## src/rtl/puf_crp_sampler.sv

```systemverilog
// Challenge/launch sequencer for a 64-bit arbiter PUF that majority-votes
// NUM_SAMPLES evaluations of the 8-bit response into one pulsed CRP record.
module puf_crp_sampler #(
   parameter int unsigned SETTLE_CYCLES = 8,
   parameter int unsigned NUM_SAMPLES   = 7,
   parameter logic [63:0] CHAL_SEED     = 64'h19f6cf91b090ac77
) (
   input  logic        CLOCK_50,
   input  logic        rst,
   input  logic        start,
   output logic        busy,
   output logic [63:0] puf_challenge,
   output logic        puf_signal,
   input  logic [7:0]  puf_response,
   output logic        crp_valid,
   output logic [63:0] crp_challenge,
   output logic [7:0]  crp_response,
   output logic [7:0]  crp_unstable,
   output logic [15:0] crp_count
);

   typedef enum logic [1:0] {
      S_IDLE = 2'd0,
      S_LOW  = 2'd1,
      S_HIGH = 2'd2,
      S_DONE = 2'd3
   } state_t;

   localparam int unsigned PW          = (SETTLE_CYCLES > 1) ? $clog2(SETTLE_CYCLES) : 1;
   localparam logic [PW-1:0] PHASE_LAST = PW'(SETTLE_CYCLES - 1);
   localparam logic [3:0]  SAMPLE_LAST = 4'(NUM_SAMPLES - 1);
   localparam logic [3:0]  VOTE_HALF   = 4'(NUM_SAMPLES / 2);
   localparam logic [3:0]  VOTE_FULL   = 4'(NUM_SAMPLES);

   function automatic logic [63:0] lfsr_step(input logic [63:0] s);
      lfsr_step = s[0] ? ((s >> 1) ^ 64'hD800000000000000) : (s >> 1);
   endfunction

   state_t         r_state;
   state_t         w_next_state;
   logic [PW-1:0]  r_phase;
   logic [3:0]     r_sample;
   logic [3:0]     r_vote [8];
   logic           w_phase_last;
   logic           r_busy;
   logic           r_signal;
   logic           r_valid;
   logic [63:0]    r_lfsr;
   logic [63:0]    r_crp_chal;
   logic [7:0]     r_crp_resp;
   logic [7:0]     r_crp_unst;
   logic [15:0]    r_count;

   assign w_phase_last = (r_phase == PHASE_LAST);

   always_comb begin
      w_next_state = r_state;
      case (r_state)
         S_IDLE: begin
            if (start) w_next_state = S_LOW;
            else       w_next_state = S_IDLE;
         end
         S_LOW: begin
            if (w_phase_last) w_next_state = S_HIGH;
            else              w_next_state = S_LOW;
         end
         S_HIGH: begin
            if (w_phase_last) begin
               if (r_sample == SAMPLE_LAST) w_next_state = S_DONE;
               else                         w_next_state = S_LOW;
            end else begin
               w_next_state = S_HIGH;
            end
         end
         S_DONE:  w_next_state = S_IDLE;
         default: w_next_state = S_IDLE;
      endcase
   end

   // Status outputs are registered from the next state so they line up with it.
   always_ff @(posedge CLOCK_50 or posedge rst) begin
      if (rst) begin
         r_state  <= S_IDLE;
         r_phase  <= '0;
         r_sample <= 4'd0;
         r_busy   <= 1'b0;
         r_signal <= 1'b0;
         r_valid  <= 1'b0;
      end else begin
         r_state  <= w_next_state;
         r_busy   <= (w_next_state != S_IDLE);
         r_signal <= (w_next_state == S_HIGH);
         r_valid  <= (w_next_state == S_DONE);
         if (r_state == S_IDLE || r_state == S_DONE || w_phase_last) r_phase <= '0;
         else                                                         r_phase <= r_phase + PW'(1);
         if (r_state == S_IDLE && start)                 r_sample <= 4'd0;
         else if (r_state == S_HIGH && w_phase_last)     r_sample <= r_sample + 4'd1;
         else                                            r_sample <= r_sample;
      end
   end

   // Votes accumulate on the last HIGH cycle; the record and LFSR update in DONE.
   always_ff @(posedge CLOCK_50 or posedge rst) begin
      if (rst) begin
         for (int i = 0; i < 8; i++) r_vote[i] <= 4'd0;
         r_lfsr     <= CHAL_SEED;
         r_crp_chal <= 64'd0;
         r_crp_resp <= 8'd0;
         r_crp_unst <= 8'd0;
         r_count    <= 16'd0;
      end else begin
         case (r_state)
            S_IDLE: begin
               if (start) begin
                  for (int i = 0; i < 8; i++) r_vote[i] <= 4'd0;
               end
            end
            S_HIGH: begin
               if (w_phase_last) begin
                  for (int i = 0; i < 8; i++) r_vote[i] <= r_vote[i] + {3'b000, puf_response[i]};
               end
            end
            S_DONE: begin
               for (int i = 0; i < 8; i++) begin
                  r_crp_resp[i] <= (r_vote[i] > VOTE_HALF);
                  r_crp_unst[i] <= (r_vote[i] != 4'd0) && (r_vote[i] != VOTE_FULL);
               end
               r_crp_chal <= r_lfsr;
               r_count    <= r_count + 16'd1;
               r_lfsr     <= lfsr_step(r_lfsr);
            end
            default: begin
            end
         endcase
      end
   end

   assign busy          = r_busy;
   assign puf_signal    = r_signal;
   assign puf_challenge = r_lfsr;
   assign crp_valid     = r_valid;
   assign crp_challenge = r_crp_chal;
   assign crp_response  = r_crp_resp;
   assign crp_unstable  = r_crp_unst;
   assign crp_count     = r_count;

endmodule

```

## config.mk

```make
export PLATFORM = sky130hd
export DESIGN_NAME = puf_crp_sampler
export DESIGN_NICKNAME = d
export VERILOG_FILES = /design/src/rtl/puf_crp_sampler.sv
export SDC_FILE = /design/constraint.sdc
export NUM_CORES = 1
export LEC_CHECK = 0
export CELL_PAD_IN_SITES_DETAIL_PLACEMENT = 0
export CELL_PAD_IN_SITES_GLOBAL_PLACEMENT = 2
export CORE_UTILIZATION = 30
export DETAILED_ROUTE_END_ITERATION = 8
export MAX_ROUTING_LAYER = met4
export PLACE_DENSITY_LB_ADDON = 0.1
export SYNTH_ARGS = -nofsm -noshare
export SYNTH_HDL_FRONTEND = slang
export SYNTH_SLANG_ARGS = --single-unit
```

## constraint.sdc

```tcl
create_clock -name CLOCK_50 -period 7.7 [get_ports CLOCK_50]
set_input_delay 1.54 -clock CLOCK_50 [delete_from_list [all_inputs] [get_ports CLOCK_50]]
set_output_delay 1.54 -clock CLOCK_50 [all_outputs]
set_load 0.02 [all_outputs]
```

After elaboration in Yosys (flattened, before gate mapping)
Index checks and enable logic that the tools add are counted.

Input port bits: 11. Word-level logic and storage cells: 93. Flip-flop bits (word level): 204.

Reduce and logical (&&, ||, !) cells: 25. Equality and inequality tests: 17. Mux-type cells: 12. Bitwise operators: 1. Magnitude comparators: 8. Add/subtract/negate cells: 11.

Operator list (count): $mux W32 (2); $mux W64 (1); $pmux W32 S2 (1); $add A4 B1 Y4 (8); $gt A4 B2 Y1 const B (8); $ne A4 B3 Y1 const B (8); $reduce_bool A4 Y1 (8); $add A16 B1 Y16 const B (1); $logic_and A1 B1 Y1 (10); $eq A2 B2 Y1 const B (4); $mux W4 (2); $pmux W2 S4 (1); $mux W2 (3); $reduce_bool A2 Y1 (3); $add A4 B1 Y4 const B (1); $eq A4 B3 Y1 const B (1); $ne A2 B2 Y1 const B (2); $not A3 Y4 (1); $add A3 B1 Y3 const B (1); $eq A3 B3 Y1 const B (1); $mux W3 (1); $reduce_and A3 Y1 (1); $eq A2 B1 Y1 const B (1); $logic_not A2 Y1 (1); 2 further kinds (3).

Longest topological paths before layout
Gate-level depths: netlist of run 1.

Word-level depth: 5. Depth in mapped cells: 8. Mapped depth without buffers: 6.

Worst setup path before layout of run 1
No wires, ideal clock.

Path type: input -> register. Start: input start. End: register r_vote[0] in the netlist's numbering. Setup time: 0.117 ns. Path buffers: 2. Arrival time: 2.290 ns. Setup slack: 5.293 ns. Data required time: 7.583 ns. Stages on the path: 6. Cell sequence: nand2b_1 clkbuf_1 nand2_2 buf_2 nand2_1 nand2_1.

Cells in the longest elaborated chain, start to end: 2.

RTL lines: from (decl) (RTL line 10) `input logic start,`; $ne A2 B2 Y1 (no source line); $reduce_and A3 Y1 (no source line); to (decl) (RTL line 43) `logic [3:0] r_vote [8];`.

Every way passes these cells. A chain may end at the register's enable or synchronous reset.

==> flow_metrics.env, run 1 <==
export IMPL_status="completed"
export IMPL_min_from="r_phase[0]"
export IMPL_clk_pin_slew_ps=60
export IMPL_die_w_um=160.3
export IMPL_worst_pin_slew_ps=1015
export IMPL_yosys_area_top_type="dfrtp_1"
export IMPL_cp_arrival_ps=3660
export IMPL_yosys_top_cells_count="dfrtp_1 (141), nand2_1 (71), inv_1 (69), o21ai_0 (64), nor2_1 (52)"
export IMPL_synth_warnings=0
export IMPL_hold_viol=0
export IMPL_nets=874
export IMPL_synthFlopType="dfrtp_1"
export IMPL_synth_top_area_frac=0.4691
export IMPL_async_reset_ff_frac=1.000
export IMPL_ys_ff_latch=174
export IMPL_wl_mm=17.21
export IMPL_layout_drive_gt1_share=0.1363
export IMPL_grt_pass1_vias=5020
export IMPL_skew_ps=14.81
export IMPL_clockRootBuffer="clkbuf_16"
export IMPL_clock_sinks=174
export IMPL_grt_first_pass_wirelength_mm=27.74
export IMPL_netlist_area_mm2=0.007522
export IMPL_gr_total_overflow=0
export IMPL_area_growth_pct=32.42
export IMPL_min_period_over_period=0.4181
export IMPL_cts_buffer_depth=2
export IMPL_min_to="r_phase[0]"
export IMPL_p_per_area_mw_per_mm2=191.9
export IMPL_grt_start_max_net_pins=111
export IMPL_maxSlewHeadroom=0.3236
export IMPL_hold_path_class="flip-flop to flip-flop"
export IMPL_holdWs_ps=440.0
export IMPL_worst_path_max_fanout=110
export IMPL_drv_slew=0
export IMPL_finalCriticalPeriod_ps=3220
export IMPL_r2r_end="r_vote[28]"
export IMPL_ctsHtreeMaxLevel=4
export IMPL_worst_setup_path_end_kind="async pin"
export IMPL_yosys_area_share_simple=0.1272
export IMPL_gp_congestion=0.7152
export IMPL_crit_path_start_kind="input port"
export IMPL_peakVddDrop_v=0.0001042
export IMPL_post_dp_cell_area_mm2=0.009341
export IMPL_post_dp_hpwl_mm=11.67
export IMPL_synth_top_family_by_area="simple AND/OR/NAND/NOR gates"
export IMPL_fmax_mhz=310.6
export IMPL_wl_per_cell_um=14.64
export IMPL_start_util=0.3075
export IMPL_grt_use_total=0.1420
export IMPL_power_mw=1.911
export IMPL_synth_most_common_cell="dfrtp_1"
export IMPL_drt_initial_drc_count=223
export IMPL_detail_route_vias_per_cell=4.399
export IMPL_portBuffers=173
export IMPL_post_cts_repair_setup_buffers=0
export IMPL_numCtsBuffers=17
export IMPL_maxCapViolCount=0
export IMPL_final_area_mm2=0.009961
export IMPL_setup_tns_ps=0
export IMPL_synth_edf_count=0
export IMPL_r2r_setup_slack_ps=5110
export IMPL_pin_count=174
export IMPL_synthXorXnorAreaFrac=0.04308
export IMPL_clkLatencyLatePin_ps=430
export IMPL_coreArea_mm2=0.02446
export IMPL_synth_cells=701
export IMPL_antenna_cells=0
export IMPL_remaining_drc_errors=0
export IMPL_first_pass_iters=4
export IMPL_worstHoldPathCells=1
export IMPL_synthTopCellsByArea="dfrtp_1 (47%), dfstp_2 (12%), mux2_2 (5.2%), o21ai_0 (4.3%), ha_1 (4.2%)"
export IMPL_avgSynthCellArea_um2=10.73
export IMPL_die_h_um=160.3
export IMPL_post_place_ws_ps=3923
export IMPL_ant_nets=0
export IMPL_setup_ws_ps=4480
export IMPL_crit_required_ps=8140
export IMPL_via_count=5169
export IMPL_finalSetupViolCount=0
export IMPL_antenna_found_initial=0
export IMPL_p_leak_nw=4.253
export IMPL_synth_adder_area_share=0.04158
export IMPL_die_area_mm2=0.02571
export IMPL_rsz0062_at_grt="no"
export IMPL_critical_path_class="input port to async pin"
export IMPL_tritoncts="done"
export IMPL_worstReg2RegStart="r_state[0]"
export IMPL_fill_cells=2386
export IMPL_muxShareOfSynthArea=0.05539
export IMPL_fp_row_count=57
export IMPL_synth_cell_types=34
export IMPL_hold_buffers=0
export IMPL_synth_seq_area_share=0.5843
export IMPL_r2r_cells=6
export IMPL_cts_resized=0
export IMPL_syn_nets=737
export IMPL_synth_compound_area_share=0.06637
final cells by class:
type | instances | area [µm²] | share of cell area
Timing Repair Buffer | 176 | 1754 | 0.1761
Tap cell | 324 | 405.4 | 0.04070
Inverter | 69 | 264.0 | 0.02650
Multi-Input combinational cell | 400 | 2522 | 0.2532
Clock inverter | 13 | 176.4 | 0.01771
Sequential cell | 174 | 4395 | 0.4413
Clock buffer | 19 | 442.9 | 0.04447
report_power, final:
group / switching, mW / total [mW] / internal, mW
logic: 0.0387 / 0.0621 / 0.0235
registers: 0.0158 / 0.944 / 0.928
clock network: 0.378 / 0.906 / 0.527
how the worst max path moves through the flow:
stage / from / to / slack (ps) / depth (start not counted)
2_1_floorplan: rst / busy / 1500 / 1
3_3_place_gp: rst / crp_challenge[3] / 3970 / 3
3_5_place_dp: rst / crp_challenge[3] / 3920 / 3
4_1_cts: rst / puf_challenge[3] / 4360 / 3
5_1_grt: rst / puf_challenge[3] / 4120 / 3
6_report: rst / puf_challenge[3] / 4480 / 3
cells in the final DEF (no fill, tap or decap), drive strengths merged:
master         synthesis  final
clkdlybuf4s50          0    173
dfrtp                141    141
inv                   69     74
nand2                 72     72
o21ai                 64     64
nor2                  53     53
nand3                 44     44
mux2                  35     35
dfstp                 33     33
a21oi                 31     31
ha                    25     25
xnor2                 21     21
clkbuf                12     19
xor2                  16     16
nor3                   9      9
or3                    8      8
nand4                  7      7
clkinv                 0      4
and3                   3      3
bufinv                 0      3
buf                   46      3
a21o                   2      2
nand3b                 2      2
nand2b                 1      1
and2b                  1      1
mux2i                  1      1
and2                   1      1
a221oi                 1      1
and3b                  1      1
nor3b                  1      1
nor2b                  1      1
clkinvlp               0      1
worst max-delay path: stages:
cell	delay, ps
clkdlybuf4s50_1	470
inv_6	700
buf_4	810
flip-flops by register name (all words and copies together) (netlist names):
name           cells
puf_challenge     63
crp_challenge     35
r_vote            32
crp_count         16
crp_response       8
crp_unstable       8
r_sample           4
r_phase            3
r_state            2
busy               1
crp_valid          1
puf_signal         1
metal layers:
layer / vias up / GRT usage / routed length, µm
met1: 2495 / 0.1818 / 8025
met2: 111 / 0.2275 / 8418
met4: 0 / 0.04545 / 196
met3: 14 / 0.02608 / 564
met5: - / - / 0
li1: 2549 / - / -
metrics by stage:
step / std cells / utilization
after floorplan: 701 / -
after global placement: 1143 / 0.3819
after detailed placement: 1143 / 0.3819
after CTS: 1175 / 0.4072
after global routing: 1175 / 0.4072
final: 1175 / 0.4072
cell families after synthesis:
| group | count (synthesis) |
|---|---|
| and+or+nand+nor | 204 |
| buffers and inverters | 127 |
| xor gates and xnor gates | 37 |
| muxes | 36 |
| DFF | 174 |
| AOI/OAI and AO/OA | 98 |
| adders and majority gates | 25 |
Note: power is estimated with default switching activity, not from simulation.
==> inputs of run 2 (changes only) <==
- clock period: 7.7 -> 3.2 ns (I/O delays scaled with it)
==> run 2 against run 1 <==
Net effect:
- critical path depth shrank 2
- first-iteration DRC count is 6.3% higher
- register-to-register slack worse by 4100 ps
- non-clock buffer count increased by 5
- clock skew about the same
- cell count is 0.43% higher
- sequential power up 140%
- combinational power rose to 2.6 times the previous value
- utilization increased by 0.60 points
- via count decreased by 0.14%
- largest cell class unchanged
==> flow_metrics.env, run 2 (synthesis results as in run 1) <==
export IMPL_status="completed"
export IMPL_peakVddDrop_v=0.0002977
export IMPL_min_period_over_period=0.7215
export IMPL_portBuffers=173
export IMPL_grt_first_pass_wirelength_mm=27.74
export IMPL_via_count=5162
export IMPL_critical_path_class="flip-flop to output pin"
export IMPL_hold_buffers=0
export IMPL_met1_usage=0.1756
export IMPL_cp_slowest_cell="clkdlybuf4s50_1"
export IMPL_setup_tns_ps=0
export IMPL_combinationalPowerShare=0.033
export IMPL_antenna_cells=0
export IMPL_worst_setup_path_end_kind="output pin"
export IMPL_worst_path_max_fanout=6
export IMPL_hold_viol=0
export IMPL_netSwitchingPower_mw=1.024
export IMPL_holdWs_ps=458.4
export IMPL_ant_nets=0
export IMPL_post_cts_repair_setup_buffers=0
export IMPL_nets=879
export IMPL_final_common_cell="clkdlybuf4s50_1"
export IMPL_clkLatencyLatePin_ps=430
export IMPL_grt_use_total=0.1422
export IMPL_finalSetupViolCount=0
export IMPL_fmax_mhz=433.1
export IMPL_antenna_found_initial=0
export IMPL_gp_congestion=0.7292
export IMPL_maxSlewHeadroom=0.4997
export IMPL_die_area_mm2=0.02571
export IMPL_worstPathCellList="clkdlybuf4s50_1"
export IMPL_gr_total_overflow=0
export IMPL_crit_required_ps=2560
export IMPL_largest_reg_flops=63
export IMPL_start_util=0.3075
export IMPL_die_w_um=160.3
export IMPL_first_pass_iters=4
export IMPL_rsz0062_at_grt="no"
export IMPL_regArea_mm2=0.004395
export IMPL_grt_start_max_net_pins=137
export IMPL_ctsHtreeMaxLevel=4
export IMPL_drt_initial_drc_count=237
export IMPL_grtUsageMet2=0.2348
export IMPL_cts_buffer_depth=2
export IMPL_cp_arrival_ps=1670
export IMPL_path_buf_inv=1
export IMPL_busiest_layer="met2"
export IMPL_crit_path_start_kind="flip-flop"
export IMPL_p_leak_nw=4.314
export IMPL_numCtsBuffers=17
export IMPL_clock_sinks=174
export IMPL_remaining_drc_errors=0
export IMPL_worst_pin_slew_ps=748.9
export IMPL_maxCapViolCount=0
export IMPL_layout_drive_gt1_share=0.1402
export IMPL_cts_resized=0
export IMPL_tritoncts="done"
export IMPL_detail_route_vias_per_cell=4.375
export IMPL_p_per_area_mw_per_mm2=477.1
export IMPL_skew_ps=15.04
export IMPL_coreArea_mm2=0.02446
export IMPL_area_growth_pct=34.36
export IMPL_p_int_mw=3.798
export IMPL_hold_path_class="flip-flop to flip-flop"
export IMPL_multi_input_area_mm2=0.002522
export IMPL_finalCriticalPeriod_ps=2309
export IMPL_clk_pin_slew_ps=70
export IMPL_die_h_um=160.3
export IMPL_critPathMaxStageDelay_ps=640
export IMPL_p_seq_frac=0.471
export IMPL_wl_mm=17.02
export IMPL_final_cell_mix="clkdlybuf4s50_1 (173), dfrtp_1 (141), nand2_1 (71)"
export IMPL_post_dp_hpwl_mm=11.88
export IMPL_pwr_share_clk=0.496
export IMPL_fp_row_count=57
export IMPL_clockRootBuffer="clkbuf_16"
export IMPL_use_met3=0.03099
export IMPL_fill_cells=2351
export IMPL_switching_share=0.2124
export IMPL_pin_count=174
export IMPL_post_place_ws_ps=808.5
export IMPL_grt_pass1_vias=5036
export IMPL_drv_slew=0
export IMPL_setup_ws_ps=891.3
export IMPL_cpLargestDelayFamily="buffers and inverters"
export IMPL_wl_per_cell_um=14.42
run 2: final timing paths:
path | startpoint | slack [ps] | end | cells past startpoint
worst max-delay path | puf_challenge[0] | 890 | puf_challenge[0] | 1
worst min-delay path | r_phase[0] | 460 | r_phase[0] | 1
worst max register to register | r_state[0] | 970 | r_vote[28] | 6
worst min register to register | r_phase[0] | 460 | r_phase[0] | 1
max in group asynchronous | rst | 1770 | r_vote[8] | 3
min in group asynchronous | rst | 690 | r_phase[1] | 2
run 2: layout make-up:
type	instances	share of cell area
Multi-Input combinational cell	400	0.2496
Tap cell	324	0.04011
Sequential cell	174	0.4349
Clock buffer	20	0.04419
Clock inverter	12	0.02303
Inverter	69	0.02600
Timing Repair Buffer	181	0.1822
run 2: power groups by stage:
stage	combinational [mW]	sequential [mW]	clock [mW]
finish	0.160	2.27	2.39
global route	0.190	2.28	2.56
CTS	0.169	2.27	2.46
detailed placement	0.168	2.31	0
global placement	0.164	2.31	0
floorplan	0.106	2.30	0
run 2: metal layers:
| layer | vias up | part of all wire |
|---|---|---|
| met1 | 2493 | 0.46 |
| met2 | 107 | 0.49 |
| met3 | 12 | 0.034 |
| met5 | - | 0 |
| met4 | 0 | 0.0091 |
| li1 | 2550 | - |
run 2: through the flow:
step / power [mW] / instance area, µm² / std cells / util
floorplan: 2.406 / 7526 / 701 / -
global placement: 2.474 / 9428 / 1148 / 0.3854
detailed placement: 2.479 / 9428 / 1148 / 0.3854
CTS: 4.902 / 10110 / 1180 / 0.4132
global route: 5.025 / 10110 / 1180 / 0.4132
finish: 4.822 / 10110 / 1180 / 0.4132
==> inputs of run 3 (changes only) <==
- clock period: 3.2 -> 2.28 ns (I/O delays scaled with it)
==> run 3 against run 2 <==
Net effect:
- clock skew is 0.58 ps higher
- global-route usage is 0.24 points higher
- flip-flop and latch count stayed put
- worst setup slack worse by 730 ps
- register-to-register slack worse by 570 ps
- cell count rose by 0.51%
- first-iteration DRC count is the same
- largest cell class unchanged
- highest routed layer unchanged
==> flow_metrics.env, run 3 (synthesis results as in run 1) <==
export IMPL_worstPathCellList="clkdlybuf4s50_1"
export IMPL_p_per_area_mw_per_mm2=638.3
export IMPL_r2r_setup_slack_ps=400
export IMPL_area_growth_pct=33.83
export IMPL_via_count=5268
export IMPL_cp_arrival_ps=1670
export IMPL_die_w_um=160.3
export IMPL_place_inst=1154
export IMPL_grt_first_pass_wirelength_mm=28.46
export IMPL_path_depth=1
export IMPL_status="completed"
export IMPL_drt_initial_drc_count=237
export IMPL_fill_cells=2371
export IMPL_cpLargestDelayFamily="buffers and inverters"
export IMPL_finalCriticalPeriod_ps=2122
export IMPL_start_util=0.3075
export IMPL_crit_path_start_kind="flip-flop"
export IMPL_antenna_found_initial=0
export IMPL_grt_pass1_vias=5237
export IMPL_nets=885
export IMPL_finalSetupViolCount=0
export IMPL_path_buf_inv=1
export IMPL_fp_row_count=57
export IMPL_clockRootBuffer="clkbuf_16"
export IMPL_first_pass_iters=4
export IMPL_wl_per_cell_um=14.58
export IMPL_maxCapViolCount=0
export IMPL_highest_layer="met4"
export IMPL_cts_buffer_depth=2
export IMPL_worst_path_max_fanout=6
export IMPL_wl_met3_um=516
export IMPL_skew_ps=15.61
export IMPL_antenna_cells=0
export IMPL_layout_drive_gt1_share=0.1450
export IMPL_ctsHtreeMaxLevel=4
export IMPL_min_period_over_period=0.9308
export IMPL_post_cts_repair_setup_buffers=0
export IMPL_fmax_mhz=471.2
export IMPL_wl_mm=17.29
export IMPL_final_common_cell="clkdlybuf4s50_1"
export IMPL_worst_pin_slew_ps=558.9
export IMPL_critPathMaxStageDelay_ps=650
export IMPL_gr_total_overflow=0
export IMPL_cts_resized=0
export IMPL_largest_reg_flops=63
export IMPL_worstHoldPathCells=1
export IMPL_drv_slew=0
export IMPL_post_dp_hpwl_mm=12.33
export IMPL_r2r_cells=7
export IMPL_clkLatencyLatePin_ps=420
export IMPL_clock_sinks=174
export IMPL_die_area_mm2=0.02571
export IMPL_setup_tns_ps=0
export IMPL_hold_viol=0
export IMPL_met1_length_mm=8.048
export IMPL_gp_congestion=0.7158
export IMPL_worst_setup_path_end_kind="output pin"
export IMPL_maxSlewHeadroom=0.6274
export IMPL_p_leak_nw=4.306
export IMPL_fin_cells=1186
export IMPL_hold_path_class="flip-flop to flip-flop"
export IMPL_tritoncts="done"
export IMPL_detail_route_vias_per_cell=4.442
export IMPL_critical_path_class="flip-flop to output pin"
export IMPL_die_h_um=160.3
export IMPL_cp_slowest_cell="clkdlybuf4s50_1"
export IMPL_peakVddDrop_v=0.0003761
export IMPL_pin_count=174
export IMPL_hold_buffers=0
export IMPL_portBuffers=173
export IMPL_coreArea_mm2=0.02446
export IMPL_ant_nets=0
export IMPL_grt_use_total=0.1447
export IMPL_crit_required_ps=1820
export IMPL_grt_start_max_net_pins=90
export IMPL_rsz0062_at_grt="no"
export IMPL_final_cell_mix="clkdlybuf4s50_1 (173), dfrtp_1 (141), nand2_1 (71)"
export IMPL_clk_pin_slew_ps=70
export IMPL_remaining_drc_errors=0
export IMPL_wl_met2_mm=8.458
export IMPL_numCtsBuffers=17
[run 3: cell types whose count changed in the layout (fill, tap and decap cells not counted), sizes merged]
| cell | previous run | this run |
|---|---|---|
| buf | 8 | 14 |
| clkinv | 0 | 2 |
| bufinv | 6 | 3 |
| clkbuf | 20 | 21 |
[run 3: layer usage]
layer / GRT usage / vias up
met5: - / -
met4: 0.04892 / 0
li1: - / 2568
met3: 0.02531 / 18
met1: 0.1847 / 2563
met2: 0.2320 / 119
[run 3: cell type report]
class	count	area [µm²]	share of cell area
clock buffer	21	450.4	0.04474
clock inverter	11	156.4	0.01554
inverter	69	262.8	0.02610
multi-input combinational	400	2522	0.2506
sequential	174	4395	0.4366
tap	324	405.4	0.04027
timing repair buffer	187	1874	0.1862
[run 3: worst register-to-register path, stage by stage, from the launching register on]
cell     delay, ps
dfrtp_1        430
inv_1           90
ha_1           270
buf_4          190
and2b_4        240
nor2_4         380
nand3_1        130
nand2_1         80
[run 3: worst paths after layout]
check | start | to
min reg2reg | r_phase[0] | r_phase[0]
min in group asynchronous | rst | crp_challenge[53]
max | puf_challenge[0] | puf_challenge[0]
min | r_phase[0] | r_phase[0]
max in group asynchronous | rst | r_vote[29]
max reg2reg | r_state[0] | r_vote[21]
[run 3: power by group]
group / internal, mW / leakage (nW) / switching, mW
logic: 0.0882 / 1.76 / 0.134
clock network: 1.77 / 0.291 / 1.24
registers: 3.13 / 2.26 / 0.0521
[run 3: metrics by stage]
step | hold slack (ps) | worst slack [ps] | power (mW) | util | area [µm²]
final | 441.7 | 157.8 | 6.426 | 0.4115 | 10070
after global routing | 465.9 | 99.11 | 6.717 | 0.4115 | 10070
after CTS | 448.9 | 112.5 | 6.551 | 0.4115 | 10070
after detailed placement | 438.8 | 350.8 | 3.473 | 0.3867 | 9460
after global placement | 424.8 | 369.8 | 3.467 | 0.3867 | 9460
after floorplan | 413.9 | -373.7 | 3.377 | - | 7526
